--- src/rtl/imem_arb_pkg.sv ---
// imem_arb_pkg: shared widths, grant encoding and types for the instruction ROM arbiter.
package imem_arb_pkg;
    localparam int DEF_ADDR_W = 15;
    localparam int DEF_DATA_W = 20;
    typedef enum logic [1:0] {GNT_NONE, GNT_FETCH, GNT_DBG} gnt_e;
    typedef enum logic {ST_IDLE, ST_WAIT} wait_st_e;
    typedef logic [DEF_ADDR_W-1:0] addr_t;
    typedef logic [DEF_DATA_W-1:0] instr_t;
endpackage

--- src/rtl/imem_arb_starve_ctr.sv ---
// imem_arb_starve_ctr: counts consecutive denied debug cycles and flags a forced debug grant.
module imem_arb_starve_ctr
    import imem_arb_pkg::*;
#(
    parameter int MAX_WAIT = 4
) (
    input  logic clk,
    input  logic reset,
    input  logic req,
    input  logic gnt,
    output logic force_gnt
);
    wait_st_e st, st_n;
    logic [3:0] cnt, cnt_n;
    always_ff @(posedge clk) begin
        if (!reset) begin
            st  <= ST_IDLE;
            cnt <= '0;
        end else begin
            st  <= st_n;
            cnt <= cnt_n;
        end
    end
    always_comb begin
        force_gnt = cnt == 4'(MAX_WAIT);
        st_n      = (req && !gnt) ? ST_WAIT : ST_IDLE;
        cnt_n     = (st_n == ST_WAIT) ? (force_gnt ? cnt : cnt + 4'd1) : '0;
    end
endmodule

--- src/rtl/imem_arbiter.sv ---
// imem_arbiter: shares one combinational ROM between fetch and debug with 1-cycle registered reads.
// Define IMEM_ARB_STATS_EN to enable the saturating grant counters.
module imem_arbiter
    import imem_arb_pkg::*;
#(
    parameter int ADDR_W   = DEF_ADDR_W,
    parameter int DATA_W   = DEF_DATA_W,
    parameter int DEPTH    = 512,
    parameter int MAX_WAIT = 4
) (
    input  logic              clk,
    input  logic              reset,
    input  logic              fetch_req,
    input  logic [ADDR_W-1:0] fetch_addr,
    output logic              fetch_gnt,
    output logic              fetch_valid,
    output logic [DATA_W-1:0] fetch_data,
    input  logic              dbg_req,
    input  logic [ADDR_W-1:0] dbg_addr,
    output logic              dbg_gnt,
    output logic              dbg_valid,
    output logic [DATA_W-1:0] dbg_data,
    output logic              oor_err,
    output logic [ADDR_W-1:0] mem_a,
    input  logic [DATA_W-1:0] mem_rd,
    output logic [15:0]       stat_fetch_cnt,
    output logic [15:0]       stat_dbg_cnt
);
    gnt_e sel;
    logic force_gnt, oor;
    logic [DATA_W-1:0] rd;
    imem_arb_starve_ctr #(.MAX_WAIT(MAX_WAIT)) u_starve (
        .clk(clk),
        .reset(reset),
        .req(dbg_req),
        .gnt(dbg_gnt),
        .force_gnt(force_gnt)
    );
    always_comb begin
        dbg_gnt   = reset && dbg_req && (!fetch_req || force_gnt);
        fetch_gnt = reset && fetch_req && !dbg_gnt;
        sel       = dbg_gnt ? GNT_DBG : fetch_gnt ? GNT_FETCH : GNT_NONE;
        mem_a     = (sel == GNT_DBG) ? dbg_addr : (sel == GNT_FETCH) ? fetch_addr : '0;
        oor       = 32'(mem_a) >= 32'(DEPTH);
        rd        = oor ? '0 : mem_rd;
    end
    always_ff @(posedge clk) begin
        if (!reset) begin
            fetch_valid <= 1'b0;
            fetch_data  <= '0;
            dbg_valid   <= 1'b0;
            dbg_data    <= '0;
            oor_err     <= 1'b0;
        end else begin
            fetch_valid <= sel == GNT_FETCH;
            dbg_valid   <= sel == GNT_DBG;
            oor_err     <= (sel != GNT_NONE) && oor;
            if (sel == GNT_FETCH) fetch_data <= rd;
            if (sel == GNT_DBG) dbg_data <= rd;
        end
    end
`ifdef IMEM_ARB_STATS_EN
    always_ff @(posedge clk) begin
        if (!reset) begin
            stat_fetch_cnt <= '0;
            stat_dbg_cnt   <= '0;
        end else begin
            if (fetch_gnt && stat_fetch_cnt != 16'hFFFF) stat_fetch_cnt <= stat_fetch_cnt + 16'd1;
            if (dbg_gnt && stat_dbg_cnt != 16'hFFFF) stat_dbg_cnt <= stat_dbg_cnt + 16'd1;
        end
    end
`else
    assign stat_fetch_cnt = '0;
    assign stat_dbg_cnt   = '0;
`endif
endmodule

--- config.mk ---
export PLATFORM = sky130hd
export DESIGN_NAME = imem_arbiter
export DESIGN_NICKNAME = d
export VERILOG_FILES = /design/src/rtl/imem_arb_pkg.sv /design/src/rtl/imem_arb_starve_ctr.sv /design/src/rtl/imem_arbiter.sv
export SDC_FILE = /design/constraint.sdc
export NUM_CORES = 1
export LEC_CHECK = 0
export ABC_AREA = 1
export ABC_CLOCK_PERIOD_IN_PS = 4300
export CORE_UTILIZATION = 39
export DETAILED_ROUTE_END_ITERATION = 12
export MAX_ROUTING_LAYER = met4
export PLACE_DENSITY_LB_ADDON = 0.3
export SYNTH_ARGS = -nofsm -noshare
export SYNTH_HDL_FRONTEND = slang
export SYNTH_HIERARCHICAL = 1
export SYNTH_SLANG_ARGS = --single-unit
export TNS_END_PERCENT = 30
--- constraint.sdc ---
create_clock -name clk -period 4.3 [get_ports clk]
set_input_delay 0.86 -clock clk [delete_from_list [all_inputs] [get_ports clk]]
set_output_delay 0.86 -clock clk [all_outputs]
set_load 0.02 [all_outputs]
---- Word level (Yosys, flattened, before mapping) ----
Index checks and enable logic that the tools add are counted.
W data, S select, Z words.
storage, ports and cells
  flip-flop bits (word level) ............. 47
  bits of input ports ..................... 54
  output and inout bits ................... 92
  word-level logic and storage cells ...... 28
cells by class
  add/sub/neg operators ................... 1
  order comparisons ....................... 1
  equality and inequality tests ........... 3
  muxes and demuxes ....................... 6
  reductions and logical operators ........ 11
operators by type and width
  cell                    number
  $mux W15                2
  $mux W20                1
  $ge A15 B10 Y1 const B  1
  $logic_and A1 B1 Y1     6
  $add A4 B1 Y4 const B   1
  $eq A4 B3 Y1 const B    1
  $eq A2 B1 Y1 const B    1
  $eq A2 B2 Y1 const B    1
  $logic_not A1 Y1        2
  $mux W1                 2
  $mux W2                 1
  $reduce_and A2 Y1       1
  $reduce_bool A2 Y1      1
  $logic_or A1 B1 Y1      1

---- Depth between registers and ports, before layout ----
Gate-level depths: netlist (run 1).
  depth in word-level cells ............... 12
  mapped depth ............................ 15
  mapped depth without buffers ............ 14

---- Cells and area by module ----
Netlist (run 1), hierarchy kept.
modules (own cells, without submodules)
  module               times used  cells each  area an instance (µm²)  sequential area each (µm²)
  imem_arbiter         1           268         2104.5                  860.8
  imem_arb_starve_ctr  1           36          231.5                   80.1

---- Worst setup path after synthesis (run 1) ----
OpenSTA, ideal clock, no wires.
  path type ............................... input -> output
  start point ............................. input port reset
  end point ............................... output port mem_a[0]
  data arrival time ....................... 1.907 ns
  data required time ...................... 3.440 ns
  path slack .............................. 1.533 ns
  stages on the path ...................... 8
  buffers on the path ..................... 2
  path through ............................ buf_4 > nand2_4 > inv_2 > nand2_2 > nand2_2 > inv_2 > clkbuf_1 > a22o_1
between the ends
  cells in the longest elaborated chain, start to end .. 9
  elaborated cells between the ends (all ways) .. 11
  those cells by class .................... eq/ne (2); mux (4); reduce/logical (5)
RTL lines
  item                              RTL line            source
  start: declaration                imem_arbiter.sv:12  input logic reset,
  $logic_and A1 B1 Y1 (2 in a row)  imem_arbiter.sv:40  dbg_gnt = reset && dbg_req && (!fetch_req || force_gnt);
  $logic_not A1 Y1                  imem_arbiter.sv:41  fetch_gnt = reset && fetch_req && !dbg_gnt;
  $logic_and A1 B1 Y1               imem_arbiter.sv:41
  $mux W1                           imem_arbiter.sv:42  sel = dbg_gnt ? GNT_DBG : fetch_gnt ? GNT_FETCH : GNT_NONE;
  $mux W2 *                         imem_arbiter.sv:42
  $eq A2 B1 Y1                      imem_arbiter.sv:43  mem_a = (sel == GNT_DBG) ? dbg_addr : (sel == GNT_FETCH) ? fetch_addr : '0;
  $mux W15                          imem_arbiter.sv:43
  $mux W15 *                        imem_arbiter.sv:43
  end: declaration                  imem_arbiter.sv:24  output logic [ADDR_W-1:0] mem_a,
Mark *: on every way between the ends. The rest lies on a longest branch, timed or not.

---- Final worst setup path (run 1) ----
  start point ............................. input port reset
  end point ............................... output port fetch_gnt
between the ends
  cells in the longest elaborated chain, start to end .. 4
  elaborated cells between the ends (all ways) .. 5
  those cells by class .................... reduce/logical (5)
RTL lines
  item                              RTL line            source
  $logic_and A1 B1 Y1 (2 in a row)  imem_arbiter.sv:40
  $logic_not A1 Y1                  imem_arbiter.sv:41
  $logic_and A1 B1 Y1 *             imem_arbiter.sv:41
  end: declaration                  imem_arbiter.sv:15  output logic fetch_gnt,
Marked as above.

==> summary by stage, run 1 <==
Critical path
Counting cells, the worst reg-to-reg path comes to 14. The startpoint identified for the worst register-to-register timing path is u_starve/cnt[0]. The critical path contains buffers and inverters numbering 5 combined. Data arrives at the worst endpoint at 2.89 ns.

The slack of the worst reg-to-reg path is 1.52 ns. In this design, the largest share of critical-path delay is due to buffers and inverters. The critical register-to-register path endpoint is fetch_data[11]. Of all nets on the critical path, the largest fanout is 22. The timing startpoint of the critical path is reset. The type of origin of the critical path is a primary input.

The critical path is of the primary input to output port type. In this design, the stage delay of the slowest critical-path cell is 0.61 ns. The data required time of the critical path is 3.44 ns. The master of the slowest instance on the critical path is sky130_fd_sc_hd__clkdlybuf4s50_1. The critical path goes through clkdlybuf4s50_1, nand2_1, inv_2, nand2_2, inv_2, buf_4, clkdlybuf4s50_1. The type of destination of the critical path is an output port.

Synth
Summing every instance area after synthesis gives 2340 µm². The total number of yosys warnings is 6. After synthesis, flip-flops and latches occupy 40.3% of the total area. The post-synthesis simple-gate area fraction is 35.5%. The number of synthesized register bits is 47. The xor-xnor portion of the synthesized cell area is 0%.

The per-instance average area after synthesis is 7.68 µm². By area, the combinational part of the netlist is dominated by simple AND/OR/NAND/NOR gates. The portion of netlist area occupied by mux cells is 0%. Synthesis handed over a netlist of 304 instances. The adder-cell share of the synthesized area is 1.07%.

The compound-cell area share of the yosys netlist is 5.09%. After synthesis, the netlist uses 21 different library cells.

Hold path
The worst hold path terminates at fetch_data[3]. In this run the worst hold path is classified as register to register. Along the worst hold path, the cell count comes to 2.

The startpoint identified for the worst hold timing path is fetch_data[3].

Floorplanning
The die extent in y is 79.4 µm. Row generation in the floorplan step produced 27 rows. The overall die area is 6300 µm².

The x dimension of the die is 79.4 µm. For this design the top-level I/O count stands at 146. The effective utilization at floorplan is 41.4%.

The area of the core is 5640 µm².

Detailed routing
The routed length per placed instance is 14.3 µm. The via count normalized by instance count is 5.06. The remaining antenna violation count is 0. The number of remaining DRC errors is 0. The first detailed-routing pass ran for 5 iterations. For this block, the initial DRC count from the detailed router was 145. The total number of vias is 2,422. For this block, the routed nets add up to 6850 µm of wire.

CTS
TritonCTS created 5 clock buffers. The clock latency reported for the late side of the worst-skew pair is 0.30 ns. The post-cts resize count is 0. The maximum number of buffers from clock root to sink is 2. The buffers inserted during post-CTS setup optimization is 0.

For this design, the sink count on the clock tree is 47. The TritonCTS clock tree is built. The deepest level of the CTS H-tree is 2. The cell sitting at the root of the clock tree is a sky130_fd_sc_hd__clkbuf_8. After clock tree synthesis, the clock-pin slew on the worst setup and hold paths is 0.08 ns.

The hold buffer count at CTS is 0.

Placed design
Once placement completed, the tool counted placed cells totaling 471. The placer congestion estimate is 0.757. During placement, the flow inserted port buffers numbering 113. The HPWL after detailed placement is 4800 µm.

Power and ir drop
The total leakage power is 1.57 nW. The peak ir drop on the vdd network is 0.211 mV. Dividing total power by cell area gives a power density of 304 nW/µm².

Timing
Setup violations remaining at the end of the flow were counted as 0. In this run the tightest slew margin relative to its limit is 41.4%. The smallest clock period supported by the final layout is computed as 3.75 ns. The tightest hold margin is 0.474 ns. The largest clock skew in the final design is 0.00456 ns. The worst path uses 87.2% of the clock period. The hold violation total from the final report is 0. Based on the critical path, the design can be clocked at up to 0.267 GHz. At the pin with the least slew margin, the transition time is 0.877 ns.

The count of final max-slew check failures was 0. In the final timing run, aggregate negative setup slack is 0 ns. Setup repair after global routing left no endpoint under its margin.

Global routing
Entering global routing, the biggest net connects 42 pins. The aggregate global routing overflow is 0. For this run, the total global-route usage over all layers was measured as 21.8%. The initial antenna violation count came to 0.

The via count of the first global-routing pass is 2,130. The first global-routing pass estimated 10,500 µm of wire.

Cells and area
The filler-free cell count of the finished design is 479. Cells fill 61.7% of the core in the end. Relative to the synthesized area, the layout overhead comes to 49.0%.

0 antenna diodes ended up in the layout. The net count of the finished layout is 462. Of the cells placed in the final design, the portion with a size suffix greater than 1 is 7.37%. The total of fill cells in the finished design is 535.

Outcome
The flow ran to the end, and the final reports show no timing, DRC or antenna violations.

Job
The number of maximum-capacitance violations is 0.
## registers in the layout, indices dropped and copies added, names as in the netlist
| register | count |
|---|---|
| dbg_data | 20 |
| dbg_valid | 1 |
| fetch_data | 20 |
| fetch_valid | 1 |
| oor_err | 1 |
| u_starve/cnt | 4 |
## layout by cell type, fill, tap and decap left out
| cell | count |
|---|---|
| sky130_fd_sc_hd__dfxtp_1 | 47 |
| sky130_fd_sc_hd__conb_1 | 32 |
| sky130_fd_sc_hd__bufinv_16 | 1 |
| sky130_fd_sc_hd__nand2_4 | 1 |
| sky130_fd_sc_hd__nand2_2 | 4 |
| sky130_fd_sc_hd__inv_2 | 5 |
| sky130_fd_sc_hd__nand3_2 | 1 |
| sky130_fd_sc_hd__inv_1 | 13 |
| sky130_fd_sc_hd__nor2_1 | 8 |
| sky130_fd_sc_hd__nor2_4 | 3 |
| sky130_fd_sc_hd__nand4_1 | 40 |
| sky130_fd_sc_hd__clkdlybuf4s50_1 | 113 |
| sky130_fd_sc_hd__a21oi_1 | 1 |
| sky130_fd_sc_hd__buf_4 | 6 |
| sky130_fd_sc_hd__o21ai_0 | 2 |
| sky130_fd_sc_hd__ha_1 | 2 |
| sky130_fd_sc_hd__a22o_1 | 9 |
| sky130_fd_sc_hd__clkinv_2 | 1 |
| sky130_fd_sc_hd__o21ai_2 | 1 |
| sky130_fd_sc_hd__a21oi_4 | 1 |
| sky130_fd_sc_hd__clkbuf_8 | 5 |
| sky130_fd_sc_hd__nand2_1 | 65 |
| sky130_fd_sc_hd__clkinv_4 | 1 |
| sky130_fd_sc_hd__nand3_1 | 45 |
## cells in the mapped netlist
cell / number / area share [%]
sky130_fd_sc_hd__nand3_2: 1 / 0.43
sky130_fd_sc_hd__nor2_4: 3 / 1.4
sky130_fd_sc_hd__conb_1: 1 / 0.16
sky130_fd_sc_hd__o21ai_0: 2 / 0.43
sky130_fd_sc_hd__dfxtp_1: 47 / 40
sky130_fd_sc_hd__nor2_1: 8 / 1.3
sky130_fd_sc_hd__inv_1: 13 / 2.1
sky130_fd_sc_hd__nand3_1: 45 / 9.6
sky130_fd_sc_hd__clkbuf_1: 14 / 2.2
sky130_fd_sc_hd__ha_1: 2 / 1.1
sky130_fd_sc_hd__nand2_1: 65 / 10
sky130_fd_sc_hd__nand4_1: 40 / 11
sky130_fd_sc_hd__a21oi_1: 1 / 0.21
sky130_fd_sc_hd__buf_4: 37 / 12
sky130_fd_sc_hd__buf_2: 4 / 0.86
sky130_fd_sc_hd__inv_2: 5 / 0.80
sky130_fd_sc_hd__nand2_4: 1 / 0.48
sky130_fd_sc_hd__a21oi_4: 1 / 0.70
sky130_fd_sc_hd__nand2_2: 4 / 1.1
sky130_fd_sc_hd__a22o_1: 9 / 3.4
sky130_fd_sc_hd__o21ai_2: 1 / 0.38
## worst min-delay path, delay by kind of cell, from the launching register on
| kind | cells | cell delay, ns |
|---|---|---|
| AND/OR/NAND/NOR | 2 | 0.12 |
| flip-flops | 1 | 0.32 |
## area by class of cell
| cell class | instances | area [µm²] | area share [%] |
|---|---|---|---|
| clock inverter | 3 | 43.8 | 1.26 |
| timing repair buffer | 119 | 1180 | 33.8 |
| inverter | 18 | 67.6 | 1.94 |
| sequential | 47 | 941 | 27.0 |
| clock buffer | 5 | 68.8 | 1.98 |
| multi-input combinational | 215 | 1090 | 31.4 |
| tap | 72 | 90.1 | 2.59 |
## report_power, final
group          leakage, nW  internal, W  switching, W
Clock               0.0581     0.000173      0.000154
Combinational         1.13     0.000113      0.000154
Sequential           0.382     0.000455     0.0000100
Total                 1.57     0.000741      0.000318
## how the worst max path moves through the flow
stage / to / slack, ns / depth (start not counted)
4_1_cts: fetch_gnt / 0.57 / 7
3_5_place_dp: fetch_gnt / 0.57 / 7
5_1_grt: fetch_gnt / 0.44 / 7
3_3_place_gp: fetch_gnt / 0.60 / 7
2_1_floorplan: mem_a[0] / 1.53 / 8
6_report: fetch_gnt / 0.55 / 7
## cells by family after synthesis
kind of cell    Yosys count
simple gates            167
flops                    47
buf+inv                  73
compound gates           14
fa+ha+maj                 2
other cells               1
## per-layer routing
metal / track usage (%) / routed length (µm) / part of all wire (%) / up-vias
met4: 8.36 / 146 / 2.1 / 0
met2: 33.9 / 3250 / 47 / 117
met5: - / 0 / 0 / -
met3: 5.26 / 534 / 7.8 / 17
met1: 27.3 / 2920 / 43 / 1121
li1: - / - / - / 1167
## metrics by stage
stage               setup slack, ns  total power, W  cell area (µm²)
global placement              0.600        0.000737             3370
CTS                           0.565         0.00106             3480
global route                  0.444         0.00110             3480
floorplan                      1.53        0.000640             2450
finish                        0.552         0.00106             3480
detailed placement            0.573        0.000739             3370
No activity file was read; power rests on OpenSTA's default activity.
==> run 2, diff against run 1 <==
- SLEW_MARGIN: not set -> 5
==> results of run 2 <==
Same layout as run 1: the final DEF is identical, and so are final timing and power.
==> run 3, diff against run 2 <==
- SETUP_SLACK_MARGIN: not set -> 0.02
==> results of run 3 <==
Same layout as run 1: the final DEF is identical, and so are final timing and power.
